==> config.mk <==
export PLATFORM = sky130hd
export DESIGN_NAME = multdiv_seq_ctrl
export DESIGN_NICKNAME = d
export VERILOG_FILES = /design/src/rtl/multdiv_pkg.sv /design/src/rtl/step_counter.sv /design/src/rtl/multdiv_seq_ctrl.sv
export SDC_FILE = /design/constraint.sdc
export NUM_CORES = 1
export LEC_CHECK = 0
export ABC_AREA = 1
export BUFFER_PORTS_ARGS = -buffer_cell sky130_fd_sc_hd__buf_2
export CAP_MARGIN = 15
export CORE_AREA = 2 2 39 41
export CTS_BUF_LIST = sky130_fd_sc_hd__clkbuf_4 sky130_fd_sc_hd__clkbuf_8 sky130_fd_sc_hd__clkbuf_16
export DETAILED_ROUTE_END_ITERATION = 16
export DIE_AREA = 0 0 41 43
export MAX_ROUTING_LAYER = met4
export PLACE_DENSITY_LB_ADDON = 0.08
export SYNTH_ARGS = -nofsm -noshare
export SYNTH_HDL_FRONTEND = slang
export SYNTH_SLANG_ARGS = --single-unit
==> constraint.sdc <==
create_clock -name clock -period 2.4 [get_ports clock]
set_clock_uncertainty 0.2 [all_clocks]
set_input_delay 0.12 -clock clock [delete_from_list [all_inputs] [get_ports clock]]
set_output_delay 0.12 -clock clock [all_outputs]
set_load 0.01 [all_outputs]
==> src/rtl/multdiv_pkg.sv <==
// Shared types and defaults for the iterative multiply/divide sequencer.
// Optional early termination is enabled by defining MULTDIV_SEQ_EARLY_TERM_EN.
package multdiv_pkg;

  localparam int STEPS_DEFAULT = 32;

  typedef enum logic [1:0] {
    IDLE,
    LOAD,
    RUN,
    DONE
  } state_t;

  typedef enum logic {
    OP_MUL,
    OP_DIV
  } op_t;

endpackage

==> src/rtl/step_counter.sv <==
// Iteration counter for the multiply/divide sequencer: synchronous clear,
// enable, saturation at STEPS, and a flag marking the final iteration.
module step_counter
  import multdiv_pkg::*;
#(
  parameter  int STEPS = STEPS_DEFAULT,
  localparam int CNT_W = $clog2(STEPS + 1)
) (
  input  logic             clock,
  input  logic             reset,
  input  logic             clear,
  input  logic             enable,
  output logic [CNT_W-1:0] count,
  output logic             terminal
);

  localparam logic [CNT_W-1:0] CNT_MAX  = CNT_W'(STEPS);
  localparam logic [CNT_W-1:0] CNT_LAST = CNT_W'(STEPS - 1);

  // Holds at STEPS so a stray enable can never wrap the count back to zero.
  always_ff @(posedge clock or negedge reset) begin
    if (!reset) begin
      count <= '0;
    end else if (clear) begin
      count <= '0;
    end else if (enable && (count != CNT_MAX)) begin
      count <= count + CNT_W'(1);
    end
  end

  assign terminal = (count == CNT_LAST);

endmodule

==> src/rtl/multdiv_seq_ctrl.sv <==
// Sequencer driving load/step strobes of the shift/add multiply/divide datapath.
// Define MULTDIV_SEQ_EARLY_TERM_EN to let multiplies finish on dp_early_done.
module multdiv_seq_ctrl
  import multdiv_pkg::*;
#(
  parameter  int STEPS = STEPS_DEFAULT,
  localparam int CNT_W = $clog2(STEPS + 1)
) (
  input  logic             clock,
  input  logic             reset,
  input  logic             ctrl_MULT,
  input  logic             ctrl_DIV,
  input  logic             divisor_zero,
  input  logic             dp_early_done,
  output logic             dp_load,
  output logic             dp_step,
  output logic             dp_is_div,
  output logic [CNT_W-1:0] step_count,
  output logic             busy,
  output logic             data_resultRDY,
  output logic             data_exception
);

  state_t state;
  state_t state_next;
  op_t    op_q;
  logic   exc_q;
  logic   start;
  logic   div_zero;
  logic   cnt_last;
  logic   last_step;

  assign start    = ctrl_MULT | ctrl_DIV;
  assign div_zero = (op_q == OP_DIV) & divisor_zero;

  // Clearing on entry to LOAD makes step_count read zero during the load cycle.
  step_counter #(
    .STEPS(STEPS)
  ) u_step_counter (
    .clock   (clock),
    .reset   (reset),
    .clear   (state_next == LOAD),
    .enable  (state == RUN),
    .count   (step_count),
    .terminal(cnt_last)
  );

`ifdef MULTDIV_SEQ_EARLY_TERM_EN
  assign last_step = cnt_last | ((op_q == OP_MUL) & dp_early_done);
`else
  logic unused_early_done;
  assign unused_early_done = dp_early_done;
  assign last_step         = cnt_last;
`endif

  always_ff @(posedge clock or negedge reset) begin
    if (!reset) begin
      state <= IDLE;
    end else begin
      state <= state_next;
    end
  end

  // A start pulse in any state (re)launches an op; MULT wins a tie.
  always_ff @(posedge clock or negedge reset) begin
    if (!reset) begin
      op_q  <= OP_MUL;
      exc_q <= 1'b0;
    end else if (start) begin
      op_q  <= (ctrl_DIV & ~ctrl_MULT) ? OP_DIV : OP_MUL;
      exc_q <= 1'b0;
    end else if (state == LOAD) begin
      exc_q <= div_zero;
    end
  end

  always_comb begin
    state_next = state;
    case (state)
      IDLE:    state_next = start ? LOAD : IDLE;
      LOAD:    state_next = start ? LOAD : (div_zero ? DONE : RUN);
      RUN:     state_next = start ? LOAD : (last_step ? DONE : RUN);
      DONE:    state_next = start ? LOAD : IDLE;
      default: state_next = IDLE;
    endcase
  end

  always_comb begin
    dp_load        = 1'b0;
    dp_step        = 1'b0;
    busy           = 1'b0;
    data_resultRDY = 1'b0;
    data_exception = 1'b0;
    case (state)
      LOAD: begin
        dp_load = 1'b1;
        busy    = 1'b1;
      end
      RUN: begin
        dp_step = 1'b1;
        busy    = 1'b1;
      end
      DONE: begin
        data_resultRDY = 1'b1;
        data_exception = exc_q;
      end
      default: ;
    endcase
  end

  assign dp_is_div = (op_q == OP_DIV);

endmodule
==> metrics.yaml, run 1 <==
routing:
  vias: 587
  drtIter0Drc: 3
  ant_nets: 0
  drc: 0
  post_drt_wl_per_cell_um: 10.9
  viasPerCell: 4.81
  firstDrtPassIters: 4
  routed_wl_um: 1330
pwr:
  peakVddDrop_mv: 0.523
  p_int_uw: 371
  seqPwrFrac: 0.334
  combPwrFrac: 0.410
  power_density_nw_per_um2: 708
  p_switching_uw: 226
  p_clk_frac: 0.256
  p_total_uw: 597
  p_leak_nw: 0.489
  swShare: 0.379
global_routing:
  grt_pass1_wl_um: 2040
  antenna_found_initial: 0
  grt_overflow_total: 0
  grt_max_degree: 11
  grt_pass1_vias: 474
  grt_util_all_layers: 0.181
clock_tree:
  cts_setup_buffers: 0
  root_buffer: "clkbuf_4"
  cts_tree: "built"
  cts_max_level: 1
  clk_latency_ps: 270
  cts_buffers: 3
  cts_sinks: 10
  clockBufferDepth: 2
  clk_pin_slew_worst_paths_ps: 70
outcome:
  status: "finished clean"
layout:
  diodes: 0
  stdcell_area_sq_um: 843
  layout-drive-gt1-share: 0.283
  layout.cells.non_filler: 122
  final_nets: 118
  syn_to_final_growth_pct: 26.2
synth:
  synth_top_area_frac: 0.375
  ys_warn_count: 0
  synth_top_cell_by_area: "dfrtp_1"
  syn-num-nets: 93
  yosysUniqueCellTypes: 21
  avgSynthCellArea_sq_um: 8.15
  synth_area_leaders: "dfrtp_1 37%, nand2_1 12%, ha_1 9.4%"
  ys_seq_area_frac: 0.375
  synth-seq-cells: 10
  netlist_area_sq_um: 668
  synthCells: 82
critical_path:
  crit_family: "simple AND/OR/NAND/NOR gates"
  worstPathArrival_ps: 1650
  slowest_delay_ps: 380
  critPathMostFrequentCell: "nand2_1"
  cp_num_buf_inv: 2
  worstSetupStartpointType: "flop"
  crit_path_end_kind: "flop"
  crit_chain: "inv_1, ha_1, nor2_1, nand2_2, nand2_8, inv_4, nor2_8, nand2_1, nand2_1"
  crit_fanout: 8
  slowest_stage: "dfrtp_1"
  crit_required_ps: 2400
  crit_type: "flop to flop"
timing:
  slew_violations: 0
  fmax_ghz: 0.608
  period_share: 0.686
  hold_viol: 0
  rsz0062_at_grt: "no"
  slew-limit-headroom: 0.807
  finalSetupTns_ps: 0
  layout_min_cycle_time_ps: 1650
  tightest_slew_ps: 290
  setup_viol: 0
job:
  max_cap_viol_count: 0
placed_design:
  dp.cells: 113
  place_area_sq_um: 757
  place.gp.congestion: 0.795
  dp_hpwl_um: 929
  io_buffers: 16
floorplan:
  rows: 14
  die_height_um: 43
  core_area_sq_um: 1380
  die_width_um: 41
  fp.dieArea_sq_um: 1760
  initial_core_util: 0.483
  num_io_pins: 18
worst_hold_path:
  hold_path.class: "input port to asynchronous set/reset pin"
==> Yosys cell counts <==
cell,instances
nand2_1,21
inv_1,13
dfrtp_1,10
nand3_1,8
nor2_1,6
ha_1,5
xor2_1,3
nand4_1,2
o21ai_0,2
buf_6,1
clkinv_2,1
inv_2,1
inv_4,1
nand2_2,1
nand2_8,1
nand3_2,1
nor2_2,1
nor2_4,1
nor2_8,1
nor3b_1,1
or2_4,1
==> worst paths after layout <==
check | startpoint | end | slack, ps | cells past startpoint
min | reset | state[1]$_DFF_PN0_ | 50 | 2
min reg2reg | u_step_counter.count[0]$_DFFE_PN0P_ | u_step_counter.count[0]$_DFFE_PN0P_ | 360 | 2
min in group clock | u_step_counter.count[0]$_DFFE_PN0P_ | u_step_counter.count[0]$_DFFE_PN0P_ | 360 | 2
max | state[0]$_DFF_PN0_ | u_step_counter.count[1]$_DFFE_PN0P_ | 750 | 9
max in group asynchronous | reset | u_step_counter.count[1]$_DFFE_PN0P_ | 1750 | 2
max reg2reg | state[0]$_DFF_PN0_ | u_step_counter.count[1]$_DFFE_PN0P_ | 750 | 9
==> layer usage <==
| layer | track usage | wire [um] | vias to the layer above |
|---|---|---|---|
| met3 | 0.0471 | 80 | 4 |
| met2 | 0.241 | 603 | 13 |
| met5 | - | 0 | - |
| li1 | - | - | 301 |
| met1 | 0.244 | 620 | 269 |
| met4 | 0.100 | 29 | 0 |
==> flip-flops by register name (all words and copies together) (netlist names) <==
register	count
u_step_counter.count	6
state	2
dp_is_div	1
exc_q	1
==> area by class of cell <==
cell class	instances	area [sq um]
fill	132	541
tap	16	20.0
clock buffer	4	36.3
multi-input combinational	55	343
inverter	16	63.8
sequential	10	250
timing repair buffer	21	130
==> kinds of logic (layout without fill, tap and decap cells) <==
| group | Yosys count | count (layout) | synth area share |
|---|---|---|---|
| AND/OR/NAND/NOR | 45 | 45 | 0.365 |
| buffers and inverters | 17 | 41 | 0.112 |
| flip-flops | 10 | 10 | 0.375 |
| adder cells (fa/ha/maj) | 5 | 5 | 0.0936 |
| XOR/XNOR | 3 | 3 | 0.0393 |
| AO/OA/AOI/OAI | 2 | 2 | 0.0150 |
==> cells in the final DEF, fill, tap and decap left out <==
master	n
nand2_1	21
buf_2	16
inv_1	13
dfrtp_1	10
nand3_1	8
nor2_1	6
ha_1	5
dlygate4sd3_1	5
xor2_1	3
clkbuf_4	3
nand4_1	2
o21ai_0	2
nand2_2	1
or2_4	1
nand2_8	1
inv_4	1
inv_2	1
clkinv_2	1
nand3_2	1
nor2_2	1
nor2_4	1
nor2_8	1
nor3b_1	1
clkbuf_8	1
==> power by group through the flow <==
stage	Sequential [mW]	Combinational [mW]	Clock, mW
floorplan	0.201	0.177	0
global placement	0.201	0.237	0
detailed placement	0.203	0.239	0
CTS	0.199	0.247	0.154
global route	0.202	0.268	0.166
finish	0.200	0.245	0.153
==> repair_timing <==
action	in CTS	in global routing
endpoints found under the hold margin	14	0
resized for setup	0	0
hold buffers	5	0
==> stage by stage <==
stage / utilization / worst slack (ps) / hold slack [ps]
2_1_floorplan: - / 861 / -376
6_report: 0.609 / 754 / 46.1
3_3_place_gp: 0.547 / 795 / -203
3_5_place_dp: 0.547 / 782 / -205
5_1_grt: 0.609 / 674 / 52.9
4_1_cts: 0.609 / 751 / 48.5
Note: power is estimated with default switching activity, not from simulation.
==> run 2: changes to the inputs <==
--- a/config.mk
+++ b/config.mk
@@ -5,13 +5,13 @@
 export SDC_FILE = /design/constraint.sdc
 export NUM_CORES = 1
 export LEC_CHECK = 0
-export ABC_AREA = 1
+export ABC_AREA = 0
 export BUFFER_PORTS_ARGS = -buffer_cell sky130_fd_sc_hd__buf_2
 export CAP_MARGIN = 15
-export CORE_AREA = 2 2 39 41
+export CORE_MARGIN = 2
+export CORE_UTILIZATION = 42
 export CTS_BUF_LIST = sky130_fd_sc_hd__clkbuf_4 sky130_fd_sc_hd__clkbuf_8 sky130_fd_sc_hd__clkbuf_16
 export DETAILED_ROUTE_END_ITERATION = 16
-export DIE_AREA = 0 0 41 43
 export MAX_ROUTING_LAYER = met4
 export PLACE_DENSITY_LB_ADDON = 0.08
 export SYNTH_ARGS = -nofsm -noshare
==> constraint.sdc (replaced) <==
create_clock -name clock -period 1.4 [get_ports clock]
set_clock_uncertainty 0.2 [all_clocks]
set_input_delay 0.07 -clock clock [delete_from_list [all_inputs] [get_ports clock]]
set_output_delay 0.07 -clock clock [all_outputs]
set_load 0.01 [all_outputs]
==> metrics.yaml, run 2 <==
clock_tree:
  cts_max_level: 1  # unchanged
  cts_sinks: 10  # unchanged
  clockBufferDepth: 2  # unchanged
  cts_buffers: 3  # unchanged
  clk_pin_slew_worst_paths_ps: 80  # about the same
  cts_tree: "built"
  root_buffer: "clkbuf_4"
  clk_latency_ps: 270  # about the same
floorplan:
  die_width_um: 40.5  # -1.3%
  initial_core_util: 0.440  # -0.0430
  core_area_sq_um: 1270  # -8.3%
  die_height_um: 40.5  # -5.9%
  fp.dieArea_sq_um: 1640  # -7.2%
  rows: 13  # -1
  num_io_pins: 18  # unchanged
timing:
  period_share: 1.11
  layout_min_cycle_time_ps: 1560
  fmax_ghz: 0.641
  setup_viol: 11  # +11
  slew_violations: 0  # unchanged
  hold_viol: 6  # +6
  rsz0062_at_grt: "yes"
  fin_hold_ws_ps: -10.5  # -56.6 ps
  slew-limit-headroom: 0.744  # -0.0630
  finalSetupTns_ps: -809  # -809 ps
  tightest_slew_ps: 383  # +93.5 ps
  final.setup.worst_slack_ps: -160  # -915 ps
critical_path:
  worstSetupStartpointType: "flop"
  reg2reg_slack_ps: -130  # -880 ps
  worstPathArrival_ps: 1290  # -360 ps
  crit_path_end_kind: "output pin"
  crit_fanout: 3  # -5
  worstRegToRegCells: 5  # -4
  crit_type: "flop to output pin"
  r2r-start: "state[0]$_DFF_PN0_"
  crit_required_ps: 1130  # -1270 ps
  regToRegEndpoint: "state[0]$_DFF_PN0_"
routing:
  drc: 0  # unchanged
  routed_wl_um: 1480  # +11%
  firstDrtPassIters: 4  # unchanged
  drtIter0Drc: 7  # +4
  vias: 536  # -8.7%
  ant_nets: 0  # unchanged
  viasPerCell: 5.06  # +5.1%
  post_drt_wl_per_cell_um: 14.0  # +28%
pwr:
  power_density_nw_per_um2: 1410  # +99%
  p_total_mw: 1.35  # +130%
  p_leak_nw: 0.438  # -10%
  peakVddDrop_mv: 0.866  # +66%
placed_design:
  io_buffers: 16  # unchanged
  place.gp.congestion: 0.748  # -6.0%
  place_ws_ps: -133  # -915 ps
  dp_hpwl_um: 967  # +4.1%
layout:
  layout_commonest_cell: "buf_2"
  regMostFlops: "u_step_counter.count"
  layout-drive-gt1-share: 0.593  # +0.310
  final_cell_mix: "14 x buf_2, 8 x buf_4, 7 x dfrtp_1"
  final_nets: 103  # -13%
  final_core_util: 0.756  # +0.147
  syn_to_final_growth_pct: 72.0
  reg_top3: "u_step_counter.count x6, state x2"
  largest_reg_flops: 6  # unchanged
  diodes: 0  # unchanged
global_routing:
  grt_max_degree: 11  # unchanged
  grt_pass1_vias: 473  # -0.21%
  grt_pass1_wl_um: 2170  # +6.4%
  antenna_found_initial: 0  # unchanged
  grt_util_all_layers: 0.212  # +0.0303
  grt_overflow_total: 0  # unchanged
synth:
  ys.flop_type: "dfrtp_1"
  netlist_area_sq_um: 558  # -16%
  avgSynthCellArea_sq_um: 10.1  # +25%
  ys_seq_area_frac: 0.448  # +0.0739
  yosysUniqueCellTypes: 21  # unchanged
  synth_most_common_cell: "dfrtp_1"
  synth_area_leaders: "dfrtp_1 45%, ha_1 11%, xor2_1 4.7%"
  synthCells: 55  # -33%
  synth_top_area_frac: 0.448  # +0.0739
  synth-seq-cells: 10  # unchanged
  ys_warn_count: 0  # unchanged
  synth_top_cell_by_area: "dfrtp_1"
  yosys-top-cells-count: "10 x dfrtp_1, 6 x nor2_1, 5 x ha_1, 5 x inv_1"
  syn-num-nets: 66  # -29%
  synth_edf_count: 0  # unchanged
  async_flop_share: 1.00  # unchanged
outcome:
  violations: "hold timing, setup timing"
  status: "finished, violations left"
job:
  max_cap_viol_count: 0  # unchanged
worst_hold_path:
  hold_path.class: "input port to asynchronous set/reset pin"
## run 2: worst max-delay path by stage
stage | start | to | cells past startpoint | slack [ps]
floorplan | state[0]$_DFF_PN0_ | state[0]$_DFF_PN0_ | 5 | -80
global placement | state[0]$_DFF_PN0_ | state[0]$_DFF_PN0_ | 5 | -140
detailed placement | state[1]$_DFF_PN0_ | state[0]$_DFF_PN0_ | 4 | -130
CTS | state[0]$_DFF_PN0_ | busy | 5 | -150
global route | state[0]$_DFF_PN0_ | u_step_counter.count[1]$_DFFE_PN0P_ | 5 | -200
finish | state[0]$_DFF_PN0_ | busy | 5 | -160
## run 2: what timing repair did
| item | in CTS | in global routing |
|---|---|---|
| endpoints found under the hold margin | 14 | 0 |
| setup endpoints to repair | 10 | 13 |
| hold buffers | 4 | 0 |
| setup buffers | 1 | 2 |
| pin swaps | 8 | 3 |
| resized for setup | 13 | 10 |
## run 2: cells by family after synthesis
logic type               share of synthesized area
multiplexers                                0.0359
AND/OR/NAND/NOR                              0.220
adder cells (fa/ha/maj)                      0.112
XOR/XNOR                                    0.0471
flip-flops                                   0.448
AO/OA/AOI/OAI                                0.103
buffers and inverters                       0.0336
## run 2: layout make-up
cell class | instances | area, sq um
tap | 15 | 18.8
fill | 82 | 309
timing repair buffer | 32 | 238
sequential | 10 | 254
inverter | 5 | 21.3
clock buffer | 4 | 30.0
multi-input combinational | 40 | 398
## run 2: through the flow
stage               std cells  cell area [sq um]
floorplan                  55                599
global placement           95                766
detailed placement         95                766
CTS                       104                898
global route              106                960
finish                    106                960
## run 2: report_power, final
group / switching, mW / total (mW) / internal [mW]
registers: 0.0438 / 0.366 / 0.322
logic: 0.342 / 0.745 / 0.403
clock network: 0.113 / 0.242 / 0.129
total: 0.498 / 1.35 / 0.855
## run 2: per-layer routing
layer	up-vias	global-route usage	routed length, um	part of all wire
met1	257	0.271	657	0.44
met2	13	0.321	755	0.51
li1	264	-	-	-
met3	2	0.0667	51	0.034
met4	0	0.0500	19	0.013
met5	-	-	0	0
## run 2: worst max-delay path, cell delays in order (launching register included)
cell     delay (ps)
dfrtp_2         420
inv_2            60
ha_4            290
inv_4            50
buf_6           100
buf_6           110
